[src/rtl/dds_pkg.sv]
// Shared definitions for the DDS serializer slice: default widths, state
// encoding and a constant-foldable clog2.
package dds_pkg;

  localparam int unsigned DDS_CHANNEL_NUM = 8;
  localparam int unsigned DDS_DATA_WIDTH  = 16;

  typedef enum logic {
    ST_IDLE  = 1'b0,
    ST_SHIFT = 1'b1
  } state_e;

  // Number of bits needed to index n items (n >= 2).
  function automatic int unsigned clog2(input int unsigned n);
    int unsigned r;
    r = 0;
    for (int i = 0; i < 32; i++) begin
      if ((32'd1 << i) < n) r = 32'(i) + 32'd1;
    end
    return r;
  endfunction

endpackage

[src/rtl/dds_par2ser_if.sv]
// Stream bundle between the parallel DDS output and the single-lane consumer.
// slave = serializer side, master = the side driving/observing it.
interface dds_par2ser_if #(
  parameter int unsigned CHANNEL_NUM = dds_pkg::DDS_CHANNEL_NUM,
  parameter int unsigned DATA_WIDTH  = dds_pkg::DDS_DATA_WIDTH
);

  logic [CHANNEL_NUM*DATA_WIDTH-1:0] s_axis_tdata;
  logic                              s_axis_tvalid;
  logic                              s_axis_tready;
  logic [DATA_WIDTH-1:0]             m_axis_tdata;
  logic                              m_axis_tvalid;
  logic                              m_axis_tready;
  logic                              m_axis_tlast;

  modport slave (
    input  s_axis_tdata, s_axis_tvalid, m_axis_tready,
    output s_axis_tready, m_axis_tdata, m_axis_tvalid, m_axis_tlast
  );

  modport master (
    output s_axis_tdata, s_axis_tvalid, m_axis_tready,
    input  s_axis_tready, m_axis_tdata, m_axis_tvalid, m_axis_tlast
  );

endinterface

[src/rtl/dds_lane_mux.sv]
// CHANNEL_NUM:1 combinational selector picking lane[sel_i] out of a wide word.
module dds_lane_mux
  import dds_pkg::*;
#(
  parameter int unsigned CHANNEL_NUM = DDS_CHANNEL_NUM,
  parameter int unsigned DATA_WIDTH  = DDS_DATA_WIDTH,
  parameter int unsigned IDX_W       = clog2(CHANNEL_NUM)
) (
  input  logic [CHANNEL_NUM*DATA_WIDTH-1:0] lanes_i,
  input  logic [IDX_W-1:0]                  sel_i,
  output logic [DATA_WIDTH-1:0]             lane_c
);

  always_comb begin
    lane_c = '0;
    for (int k = 0; k < int'(CHANNEL_NUM); k++) begin
      if (sel_i == IDX_W'(k)) lane_c = lanes_i[k*DATA_WIDTH +: DATA_WIDTH];
    end
  end

endmodule

[src/rtl/dds_par2ser.sv]
// Serializes the wide multi-lane DDS word into one sample per beat, lane 0 first,
// with tlast on the final lane. Define DDS_PAR2SER_STATUS_EN for word_cnt/underrun.
module dds_par2ser
  import dds_pkg::*;
#(
  parameter int unsigned CHANNEL_NUM = DDS_CHANNEL_NUM,
  parameter int unsigned DATA_WIDTH  = DDS_DATA_WIDTH
) (
  input  logic          clk,
  input  logic          rst_n,
  dds_par2ser_if.slave  bus
`ifdef DDS_PAR2SER_STATUS_EN
  ,
  output logic [31:0]   word_cnt,
  output logic          underrun
`endif
);

  localparam int unsigned WORD_W = CHANNEL_NUM * DATA_WIDTH;
  localparam int unsigned IDX_W  = clog2(CHANNEL_NUM);
  localparam logic [IDX_W-1:0] LAST_IDX = IDX_W'(CHANNEL_NUM - 1);

  state_e             state_q, state_d;
  logic [WORD_W-1:0]  hold_q,  hold_d;
  logic [IDX_W-1:0]   idx_q,   idx_d;

  logic               last_c;
  logic               s_rdy_c;
  logic               s_hs_c;
  logic               m_hs_c;
  logic [DATA_WIDTH-1:0] lane_c;

  assign last_c  = (idx_q == LAST_IDX);
  // Ready when empty, or when the final lane leaves this cycle (zero-bubble reload).
  assign s_rdy_c = !rst_n && ((state_q == ST_IDLE) ||
                              (last_c && bus.m_axis_tready));
  assign s_hs_c  = bus.s_axis_tvalid && s_rdy_c;
  assign m_hs_c  = (state_q == ST_SHIFT) && bus.m_axis_tready;

  assign bus.s_axis_tready = s_rdy_c;
  assign bus.m_axis_tvalid = (state_q == ST_SHIFT);
  assign bus.m_axis_tlast  = (state_q == ST_SHIFT) && last_c;
  assign bus.m_axis_tdata  = lane_c;

  dds_lane_mux #(
    .CHANNEL_NUM (CHANNEL_NUM),
    .DATA_WIDTH  (DATA_WIDTH),
    .IDX_W       (IDX_W)
  ) u_lane_mux (
    .lanes_i (hold_q),
    .sel_i   (idx_q),
    .lane_c  (lane_c)
  );

  always_comb begin
    state_d = state_q;
    hold_d  = hold_q;
    idx_d   = idx_q;
    case (state_q)
      ST_IDLE: begin
        if (s_hs_c) begin
          hold_d  = bus.s_axis_tdata;
          idx_d   = '0;
          state_d = ST_SHIFT;
        end
      end
      ST_SHIFT: begin
        if (m_hs_c) begin
          if (!last_c) begin
            idx_d = idx_q + IDX_W'(1);
          end else if (s_hs_c) begin
            hold_d = bus.s_axis_tdata;
            idx_d  = '0;
          end else begin
            state_d = ST_IDLE;
          end
        end
      end
      default: state_d = ST_IDLE;
    endcase
  end

  // rst_n is active-high in this codebase.
  always_ff @(posedge clk or posedge rst_n) begin
    if (rst_n) begin
      state_q <= ST_IDLE;
      hold_q  <= '0;
      idx_q   <= '0;
    end else begin
      state_q <= state_d;
      hold_q  <= hold_d;
      idx_q   <= idx_d;
    end
  end

`ifdef DDS_PAR2SER_STATUS_EN
  logic [31:0] word_cnt_q, word_cnt_d;
  logic        underrun_q, underrun_d;
  logic        break_q,    break_d;

  // A break is a final-lane beat with no follow-on word; it counts as underrun
  // only if the consumer is still asking for data on the next cycle.
  always_comb begin
    word_cnt_d = word_cnt_q + 32'(s_hs_c);
    break_d    = m_hs_c && last_c && !s_hs_c;
    underrun_d = underrun_q || (break_q && bus.m_axis_tready);
  end

  always_ff @(posedge clk or posedge rst_n) begin
    if (rst_n) begin
      word_cnt_q <= '0;
      underrun_q <= 1'b0;
      break_q    <= 1'b0;
    end else begin
      word_cnt_q <= word_cnt_d;
      underrun_q <= underrun_d;
      break_q    <= break_d;
    end
  end

  assign word_cnt = word_cnt_q;
  assign underrun = underrun_q;
`endif

endmodule

[src/flat_wrapper.sv]
// flat-port wrapper written by rule: the top's interface ports become plain ports
module dds_par2ser_flat import dds_pkg::*;
#(
  parameter int unsigned CHANNEL_NUM = DDS_CHANNEL_NUM,
  parameter int unsigned DATA_WIDTH  = DDS_DATA_WIDTH
)
  (clk, rst_n, bus_s_axis_tdata, bus_s_axis_tvalid, bus_m_axis_tready, bus_s_axis_tready, bus_m_axis_tdata, bus_m_axis_tvalid, bus_m_axis_tlast);
  dds_par2ser_if #(.CHANNEL_NUM(CHANNEL_NUM), .DATA_WIDTH(DATA_WIDTH)) bus_i ();
  input  logic clk;
  input  logic rst_n;
  input wire logic [$bits(bus_i.s_axis_tdata)-1:0] bus_s_axis_tdata;
  input wire logic [$bits(bus_i.s_axis_tvalid)-1:0] bus_s_axis_tvalid;
  input wire logic [$bits(bus_i.m_axis_tready)-1:0] bus_m_axis_tready;
  output wire logic [$bits(bus_i.s_axis_tready)-1:0] bus_s_axis_tready;
  output wire logic [$bits(bus_i.m_axis_tdata)-1:0] bus_m_axis_tdata;
  output wire logic [$bits(bus_i.m_axis_tvalid)-1:0] bus_m_axis_tvalid;
  output wire logic [$bits(bus_i.m_axis_tlast)-1:0] bus_m_axis_tlast;
  assign bus_i.s_axis_tdata = bus_s_axis_tdata;
  assign bus_i.s_axis_tvalid = bus_s_axis_tvalid;
  assign bus_i.m_axis_tready = bus_m_axis_tready;
  assign bus_s_axis_tready = bus_i.s_axis_tready;
  assign bus_m_axis_tdata = bus_i.m_axis_tdata;
  assign bus_m_axis_tvalid = bus_i.m_axis_tvalid;
  assign bus_m_axis_tlast = bus_i.m_axis_tlast;
  dds_par2ser #(.CHANNEL_NUM(CHANNEL_NUM), .DATA_WIDTH(DATA_WIDTH)) u_core (.clk(clk), .rst_n(rst_n), .bus(bus_i));
endmodule
[config.mk]
export PLATFORM = sky130hd
export DESIGN_NAME = dds_par2ser_flat
export DESIGN_NICKNAME = d
export VERILOG_FILES = /design/src/rtl/dds_pkg.sv /design/src/rtl/dds_par2ser_if.sv /design/src/rtl/dds_lane_mux.sv /design/src/rtl/dds_par2ser.sv /design/src/flat_wrapper.sv
export SDC_FILE = /design/constraint.sdc
export NUM_CORES = 1
export LEC_CHECK = 0
export ABC_CLOCK_PERIOD_IN_PS = 8640
export CAP_MARGIN = 10
export CORE_ASPECT_RATIO = 1.4
export CORE_MARGIN = 3
export CORE_UTILIZATION = 55
export DETAILED_ROUTE_END_ITERATION = 8
export PLACE_DENSITY = 0.86
export SLEW_MARGIN = 20
export SYNTH_ARGS = -nofsm -noshare
export SYNTH_HDL_FRONTEND = slang
export SYNTH_SLANG_ARGS = --single-unit
[constraint.sdc]
create_clock -name clk -period 8.64 [get_ports clk]
set_input_delay 1.296 -clock clk [delete_from_list [all_inputs] [get_ports clk]]
set_output_delay 1.296 -clock clk [all_outputs]
set_load 0.01 [all_outputs]
# Word level (Yosys, flattened, before mapping)
# Cells that the tools add are included.
[totals]
reg_bits = 132
input_bits = 132
[classes]
add_sub_neg = 1
eq_ne = 9
muxes = 20
n_reduce_logical = 9
bitwise_logic = 1
[op_table]
columns = ["cell", "count"]
rows = [
  ["$mux W128", 3],
  ["$pmux W128 S2", 1],
  ["$mux W16", 8],
  ["$eq A3 B3 Y1 const B", 4],
  ["$mux W3", 3],
  ["$eq A3 B2 Y1 const B", 2],
  ["$pmux W3 S2", 1],
  ["$logic_and A1 B1 Y1", 5],
  ["$ne A2 B2 Y1 const B", 2],
  ["$add A3 B1 Y3 const B", 1],
  ["$eq A3 B1 Y1 const B", 1],
  ["$logic_not A3 Y1", 1],
  ["$mux W1", 3],
  ["$pmux W1 S2", 1],
  ["$reduce_and A2 Y1", 1],
  ["$logic_not A1 Y1", 1],
  ["$logic_or A1 B1 Y1", 1],
  ["$not A1 Y1", 1],
]

# Logic depth before layout (Yosys ltp)
# Gate-level depths: netlist of run 1.
[depth]
ltp_word = 9
depth_mapped = 11
depth_no_buf = 6

# By module
# A second synthesis of run 1 with hierarchy kept.
[hier_totals]
hier_cells = 481
hier_area_um2 = 6329.8
[modules_own_cells]
columns = ["module", "cells_per_inst", "area_each_um2", "seq_area_each_um2", "n_inst"]
rows = [
  ["dds_par2ser", 292, 4967.3, 3303.2, 1],
  ["dds_lane_mux", 189, 1362.6, 0.0, 1],
]

# Least setup slack after synthesis of run 1
# OpenSTA, ideal clock, no wires.
[synth_timing]
path_kind = "reg2out"
start = "register u_core.idx_q[2]"
end = "output bus_m_axis_tdata[10]"
arrival_time_ns = 2.315
n_path_buf = 5
slack_ns = 5.029
path_stages_with_launch = 12
t_required_ns = 7.344
cell_sequence = "dfrtp_1 > buf_2 > inv_1 > clkbuf_1 > ha_1 > buf_2 > or3_1 > clkbuf_1 > buf_2 > a21oi_1 > o22ai_1 > a21oi_1"
[synth_between]
elab_chain_cells = 9
[synth_rtl]
columns = ["item", "line_no", "source"]
rows = [
  ["from (decl)", "dds_par2ser.sv:25", "logic [IDX_W-1:0] idx_q, idx_d;"],
  ["from (signal assigned)", "dds_par2ser.sv:92", "idx_q <= idx_d;"],
  ["$logic_not A3 Y1", "dds_lane_mux.sv:17", "if (sel_i == IDX_W'(k)) lane_c = lanes_i[k*DATA_WIDTH +: DATA_WIDTH];"],
  ["$mux W16 (7 in a row)", "dds_lane_mux.sv:17", ""],
  ["$mux W16 (*)", "dds_lane_mux.sv:17", ""],
  ["to (decl)", "flat_wrapper.sv:15", "output wire logic [$bits(bus_i.m_axis_tdata)-1:0] bus_m_axis_tdata;"],
]
# Every way passes the cells marked *; elsewhere a longest branch is shown, timed or not.

# Final worst setup path of run 1
[layout_timing]
start = "register u_core.idx_q[2]"
end = "output bus_m_axis_tdata[13]"
# Same word-level chain as after synthesis.

==> summary.txt, run 1 <==
Outcome
  – Status: complete, no violations

Timing
  – Tmin final: 5930 ps
  – Period utilization: 0.687
  – F_max: 0.169 GHz
  – Sum Neg Setup Slack: 0 ps
  – Max-slew violations: 0
  – RSZ-0062 raised after global routing: false
  – Hold_ws: 508 ps
  – Final worst slack: 2710 ps
  – Final setup fails: 0
  – Worst Tran Pin Value: 1100 ps
  – Hold Fails Final Rpt: 0
  – Max Clock Skew: 6.81 ps
  – Slew headroom: 0.269

Power and ir drop
  – Leakage Power: 3.73 nW
  – Proportion of power drawn by the clock network: 0.192
  – PD cells: 386 mW/mm^2
  – Net load switching power: 0.00121 W
  – Total Power: 0.00338 W
  – Net Sw Frac: 0.357
  – VDD IR max: 0.183 mV
  – Combinational fraction of design power: 0.446
  – Flop pwr share: 0.362
  – P_int: 0.00217 W

Detailed routing
  – Drt first-iter violations: 572
  – Final wirelength: 19.4 mm
  – Drc violations: 0
  – Vias per Instance: 6.06
  – WL per Instance: 23.0 um
  – Post-DRT Antenna Nets: 0
  – DRT Pass-1 Iters: 8
  – Vias: 5,117

Layout
  – Share of cells above drive strength 1: 0.234
  – Diodes inserted: 0
  – Area delta synth->final: 27.9%
  – Final #Nets: 826

Clocking
  – # resized after CTS: 0
  – Max clock buf depth: 2
  – Clk slew on worst S/H paths: 50 ps
  – Clock latency on the worst-skew pair: 420 ps
  – Post-CTS setup buffers: 0
  – CTS tree: yes
  – CTS sink cnt: 132
  – Cts bufs inserted: 17
  – Root Driver: clkbuf_16
  – Post-CTS Hold Fix Bufs: 0
  – CTS H-Tree Depth: 4

Critical path
  – Critical Path Stages: 7
  – Crit. End Element: primary output
  – Crit-path slowest cell: dfrtp_1
  – Crit path cell chain: inv_1 -> ha_1 -> nor3b_2 -> a221o_1 -> o22ai_1 -> a21oi_1 -> clkdlybuf4s50_1
  – Worst Reg2Reg Path Length in Cells: 6
  – Startpoint class of the critical path: flop
  – CP max FO: 25
  – Family with the most delay on the worst path: buffers and inverters
  – Crit path largest cell delay: 930 ps
  – CP required: 7340 ps
  – Worst path bufs/invs: 2
  – CP Data Arrival Time: 4640 ps
  – WS Path Type: flop to primary output

Floorplan
  – Core area: 0.0120 sq mm
  – Die area: 0.0138 sq mm
  – Initial core utilization: 0.571
  – Die W: 100 um
  – Ports: 151
  – Die Ht: 138 um
  – Row Count: 47

Synthesis
  – Post-Syn Area: 0.00685 sq mm
  – Seq/Total Area, Yosys: 0.483
  – Avg Cell Area, Syn: 12.3 sq um
  – Syn Nets: 696
  – Dominant synthesized flop cell: dfrtp_1
  – Ranking of synthesized cells by area: dfrtp_1 (48%), mux2_4 (17%), mux2_2 (8.6%), a21oi_1 (3.4%), nand2_1 (2.7%)
  – Yosys top cell area share: 0.483
  – Post-synthesis register bit count: 132
  – Async S/R FF share, synth: 1.00
  – Cells after Synth: 558
  – Post-synth EDFFs: 0
  – Largest area contributor in the netlist: dfrtp_1
  – Post-synthesis cell type count: 35
  – Synth warnings: 0

Global route
  – Initial antenna violation count: 0
  – Total gr overflow: 0
  – Wire length of the first global-routing pass: 30.2 mm
  – Number of global-route vias before repair: 5,407
  – Largest net degree at the start of global routing: 77
  – GR Util All Layers: 0.286

Place
  – GPL Wtd Cong: 0.995
  – Pre-CTS setup slack: 3290 ps
  – Hpwl dp: 13.5 mm
  – IO buf count: 150

Flow run
  – Max-cap check violation count: 0

Min path
  – WHS Path Cells: 1
  – Worst Hold Class: flop to flop
-- per-stage QoR --
step	util	area, sq um	instances
5_1_grt	0.730	8760	845
3_3_place_gp	0.685	8220	815
3_5_place_dp	0.685	8220	815
2_1_floorplan	-	6850	558
6_report	0.730	8760	845
4_1_cts	0.728	8740	844
-- sequential cells by signal (all words and copies together) (netlist names) --
name / flops
u_core.idx_q: 3
u_core.bus.m_axis_tvalid: 1
u_core.hold_q: 128
-- worst reg2reg max path, cell delays in order (launching register included) --
cell and delay (ps):
dfrtp_1 930, ha_1 340, nand2_2 80, a21oi_2 170, and2_4 840, buf_4 1010, mux2_2 460
-- power groups by stage --
stage,Sequential [W],Clock (W),Combinational [W]
2_1_floorplan,0.00107,0,0.00106
3_3_place_gp,0.00120,0,0.00142
3_5_place_dp,0.00121,0,0.00146
4_1_cts,0.00121,0.000650,0.00148
5_1_grt,0.00125,0.000682,0.00160
6_report,0.00122,0.000648,0.00151
-- layout by cell type, fill, tap and decap left out, drive strengths merged, types with 3 or more instances in the layout --
master | netlist | layout
a21oi | 48 | 48
a221o | 15 | 15
a221oi | 16 | 16
and2 | 3 | 3
buf | 27 | 6
clkbuf | 18 | 24
clkdlybuf4s50 | 0 | 150
dfrtp | 132 | 132
ha | 6 | 6
inv | 36 | 36
mux2 | 128 | 128
nand2 | 51 | 51
nand3b | 17 | 17
nor2b | 16 | 16
o21ai | 19 | 19
o22ai | 15 | 15
-- per-layer routing --
layer / GRT usage / vias up / wire, um
met2: 0.471 / 320 / 9790
met5: 0 / - / 0
met3: 0.0544 / 75 / 1380
met1: 0.335 / 2481 / 6820
met4: 0.189 / 0 / 1430
li1: - / 2241 / -
-- cell families after synthesis --
family                     after synthesis  synth area share
DFF                                    132             0.483
muxes                                  129             0.254
AOI/OAI and AO/OA                      117             0.110
and+or+nand+nor                         92            0.0696
buffers and inverters                   81            0.0715
adders and majority gates                6            0.0110
xor gates and xnor gates                 1           0.00128
-- worst paths after layout --
| kind | to | slack, ps | start |
|---|---|---|---|
| worst max-delay path | bus_m_axis_tdata[13] | 2710 | u_core.idx_q[2] |
| worst min-delay path | u_core.hold_q[78] | 510 | u_core.hold_q[78] |
| worst max register to register | u_core.hold_q[108] | 4700 | u_core.idx_q[2] |
| worst min register to register | u_core.hold_q[78] | 510 | u_core.hold_q[78] |
| max in group asynchronous | u_core.hold_q[71] | 5870 | rst_n |
| min in group asynchronous | u_core.hold_q[127] | 1510 | rst_n |
-- cell usage after synthesis (3+ instances only) --
| cell type | instances |
|---|---|
| dfrtp_1 | 132 |
| mux2_4 | 76 |
| mux2_2 | 52 |
| nand2_1 | 50 |
| a21oi_1 | 47 |
| inv_1 | 36 |
| o21ai_0 | 19 |
| clkbuf_1 | 18 |
| nand3b_1 | 17 |
| a221oi_1 | 16 |
| nor2b_1 | 16 |
| a221o_1 | 15 |
| o22ai_1 | 15 |
| buf_12 | 8 |
| buf_2 | 8 |
| ha_1 | 6 |
| buf_4 | 5 |
| buf_1 | 3 |
-- cell type report --
| class | count | area (sq um) |
|---|---|---|
| Sequential cell | 132 | 3300 |
| Fill cell | 768 | 3240 |
| Multi-Input combinational cell | 345 | 3060 |
| Timing Repair Buffer | 156 | 1560 |
| Clock buffer | 24 | 462 |
| Tap cell | 147 | 184 |
| Inverter | 36 | 138 |
| Clock inverter | 5 | 55.1 |
No activity file was read; power rests on OpenSTA's default activity.
==> run 2, diff against run 1 <==
--- a/config.mk
+++ b/config.mk
@@ -5,13 +5,13 @@
 export SDC_FILE = /design/constraint.sdc
 export NUM_CORES = 1
 export LEC_CHECK = 0
-export ABC_CLOCK_PERIOD_IN_PS = 8640
+export ABC_CLOCK_PERIOD_IN_PS = 4800
 export CAP_MARGIN = 10
 export CORE_ASPECT_RATIO = 1.4
 export CORE_MARGIN = 3
-export CORE_UTILIZATION = 55
+export CORE_UTILIZATION = 46
 export DETAILED_ROUTE_END_ITERATION = 8
-export PLACE_DENSITY = 0.86
+export PLACE_DENSITY = 0.77
 export SLEW_MARGIN = 20
 export SYNTH_ARGS = -nofsm -noshare
 export SYNTH_HDL_FRONTEND = slang
==> constraint.sdc (replaced) <==
create_clock -name clk -period 4.8 [get_ports clk]
set_input_delay 0.72 -clock clk [delete_from_list [all_inputs] [get_ports clk]]
set_output_delay 0.72 -clock clk [all_outputs]
set_load 0.01 [all_outputs]
==> summary.txt, run 2 (synthesized netlist as in run 1, its figures left out) <==
Timing
  – Max-slew violations: 0 (unchanged)
  – RSZ-0062 raised after global routing: false
  – F_max: 0.229 GHz
  – Slew headroom: 0.330 (+0.0607)
  – Period utilization: 0.911
  – Max Clock Skew: 9.08 ps (+2.27 ps)
  – Hold_ws: 508 ps (+0.591 ps)
  – Tmin final: 4370 ps
  – Sum Neg Setup Slack: 0 ps (unchanged)
  – Worst Tran Pin Value: 1000 ps (-95.4 ps)
  – Final worst slack: 427 ps (-2280 ps)
  – Final setup fails: 0 (unchanged)
  – Hold Fails Final Rpt: 0 (unchanged)

Place
  – IO buf count: 150 (unchanged)
  – Placed insts: 863 (+5.9%)
  – GPL Wtd Cong: 0.920 (-7.5%)
  – Placed Area: 0.00833 sq mm (+1.3%)
  – Hpwl dp: 14.0 mm (+3.6%)
  – Pre-CTS setup slack: 905 ps (-2390 ps)

Layout
  – Max reg flops: 128 (unchanged)
  – Share of cells above drive strength 1: 0.246 (+0.0122)
  – Fin cells: 893 (+5.7%)
  – Diodes inserted: 0 (unchanged)
  – Largest Register: u_core.hold_q
  – FILL cells: 1,121 (+46%)
  – Most frequent cells in the layout: clkdlybuf4s50_1 (150), dfrtp_1 (132), mux2_4 (76), mux2_2 (52), nand2_1 (50)
  – Area delta synth->final: 30.5%
  – Final #Nets: 831 (+0.61%)
  – Commonest non-fill, non-tap cell in the layout: clkdlybuf4s50_1
  – Final instance area: 0.00894 sq mm (+2.1%)

Floorplan
  – Die Ht: 150 um (+8.9%)
  – Die area: 0.0164 sq mm (+19%)
  – Row Count: 52 (+11%)
  – Initial core utilization: 0.472 (-0.0988)
  – Die W: 109 um (+8.8%)
  – Core area: 0.0145 sq mm (+21%)
  – Ports: 151 (unchanged)

Clocking
  – Cts bufs inserted: 17 (unchanged)
  – Max clock buf depth: 2 (unchanged)
  – Post-CTS setup buffers: 0 (unchanged)
  – Clk slew on worst S/H paths: 60 ps (about the same)
  – Post-CTS Hold Fix Bufs: 0 (unchanged)
  – CTS tree: yes
  – Root Driver: clkbuf_16
  – Clock latency on the worst-skew pair: 420 ps (about the same)
  – # resized after CTS: 0 (unchanged)
  – CTS sink cnt: 132 (unchanged)
  – CTS H-Tree Depth: 4 (unchanged)

Flow run
  – Max-cap check violation count: 0 (unchanged)

Power and ir drop
  – PD cells: 698 mW/mm^2 (+81%)
  – Leakage Power: 3.80 nW (+1.8%)
  – VDD IR max: 0.391 mV (+110%)

Min path
  – WHS Path Cells: 1 (unchanged)
  – Hold path endpoint: u_core.hold_q[114]
  – Worst Hold Class: flop to flop
  – Hold_sp: u_core.hold_q[114]

Critical path
  – Reg2reg end: u_core.hold_q[116]
  – Crit. End Element: primary output
  – Crit Reg-Reg Startpoint: u_core.idx_q[2]
  – Startpoint class of the critical path: flop
  – WS Path Type: flop to primary output
  – CP required: 4080 ps (-3260 ps)
  – Worst Reg2Reg Path Length in Cells: 7 (+1)
  – Most frequent CP cell: ha_1
  – CP max FO: 19 (-24%)
  – Reg2reg setup slack: 1540 ps (-3160 ps)
  – Crit path largest cell delay: 900 ps (-30 ps)
  – CP Data Arrival Time: 3650 ps (-990 ps)
  – Crit path cell chain: ha_1 -> ha_1 -> nor3b_2 -> a221o_1 -> o22ai_1 -> a21oi_1 -> clkdlybuf4s50_1
  – Crit-path slowest cell: nor3b_2

Detailed routing
  – DRT Pass-1 Iters: 5 (-3)
  – Post-DRT Antenna Nets: 0 (unchanged)
  – Vias: 5,011 (-2.1%)
  – Final wirelength: 19.4 mm (-0.32%)
  – WL per Instance: 21.7 um (-5.7%)
  – Vias per Instance: 5.61 (-7.3%)
  – Drt first-iter violations: 378 (-34%)
  – Drc violations: 0 (unchanged)

Outcome
  – Status: complete, no violations

Global route
  – Wire length of the first global-routing pass: 29.3 mm (-2.9%)
  – Largest net degree at the start of global routing: 84 (+9.1%)
  – GR Util All Layers: 0.245 (-0.0414)
  – Number of global-route vias before repair: 5,296 (-2.1%)
  – Initial antenna violation count: 0 (unchanged)
  – Total gr overflow: 0 (unchanged)
## run 2: cell count changes in the layout (fill, tap and decap cells not counted), sizes merged
cell and delta:
clkinvlp +1, clkinv +1, buf +5, clkbuf -4
bufinv +3
## run 2: layout make-up
| class | count | area, sq um | area share |
|---|---|---|---|
| Inverter | 36 | 140 | 0.0157 |
| Tap cell | 189 | 236 | 0.0265 |
| Clock buffer | 20 | 447 | 0.0500 |
| Multi-Input combinational cell | 345 | 3060 | 0.342 |
| Sequential cell | 132 | 3300 | 0.370 |
| Timing Repair Buffer | 161 | 1600 | 0.179 |
| Clock inverter | 10 | 158 | 0.0176 |
## run 2: how the worst max path moves through the flow
| stage | start | end |
|---|---|---|
| floorplan | rst_n | u_core.bus.m_axis_tvalid |
| global placement | u_core.idx_q[0] | bus_m_axis_tdata[11] |
| detailed placement | u_core.idx_q[0] | bus_m_axis_tdata[11] |
| CTS | u_core.idx_q[0] | bus_m_axis_tdata[11] |
| global route | u_core.idx_q[0] | bus_m_axis_tdata[11] |
| finish | u_core.idx_q[0] | bus_m_axis_tdata[11] |
## run 2: through the flow
step	utilization	total power (W)
2_1_floorplan	-	0.00383
3_3_place_gp	0.574	0.00479
3_5_place_dp	0.574	0.00485
4_1_cts	0.616	0.00623
5_1_grt	0.616	0.00657
6_report	0.616	0.00624
## run 2: worst max-delay path: cells and delay by family, from the launching register on
family | cells | cell delay, ps
AOI/OAI and AO/OA | 3 | 610
adders and majority gates | 2 | 700
buffers and inverters | 1 | 590
DFF | 1 | 420
and+or+nand+nor | 1 | 900
## run 2: routing by layer
metal,GRT usage,share of wire,vias to the layer above
met5,0,0,-
li1,-,-,2240
met1,0.280,0.37,2487
met3,0.0566,0.063,50
met4,0.144,0.058,0
met2,0.414,0.51,234
## run 2: power by group
part	total (W)	leakage, nW	internal, W	switching [W]
Combinational	0.00273	1.93	0.00151	0.00122
Clock	0.00134	0.288	0.000873	0.000468
Sequential	0.00216	1.57	0.00168	0.000480
Total	0.00624	3.80	0.00407	0.00217
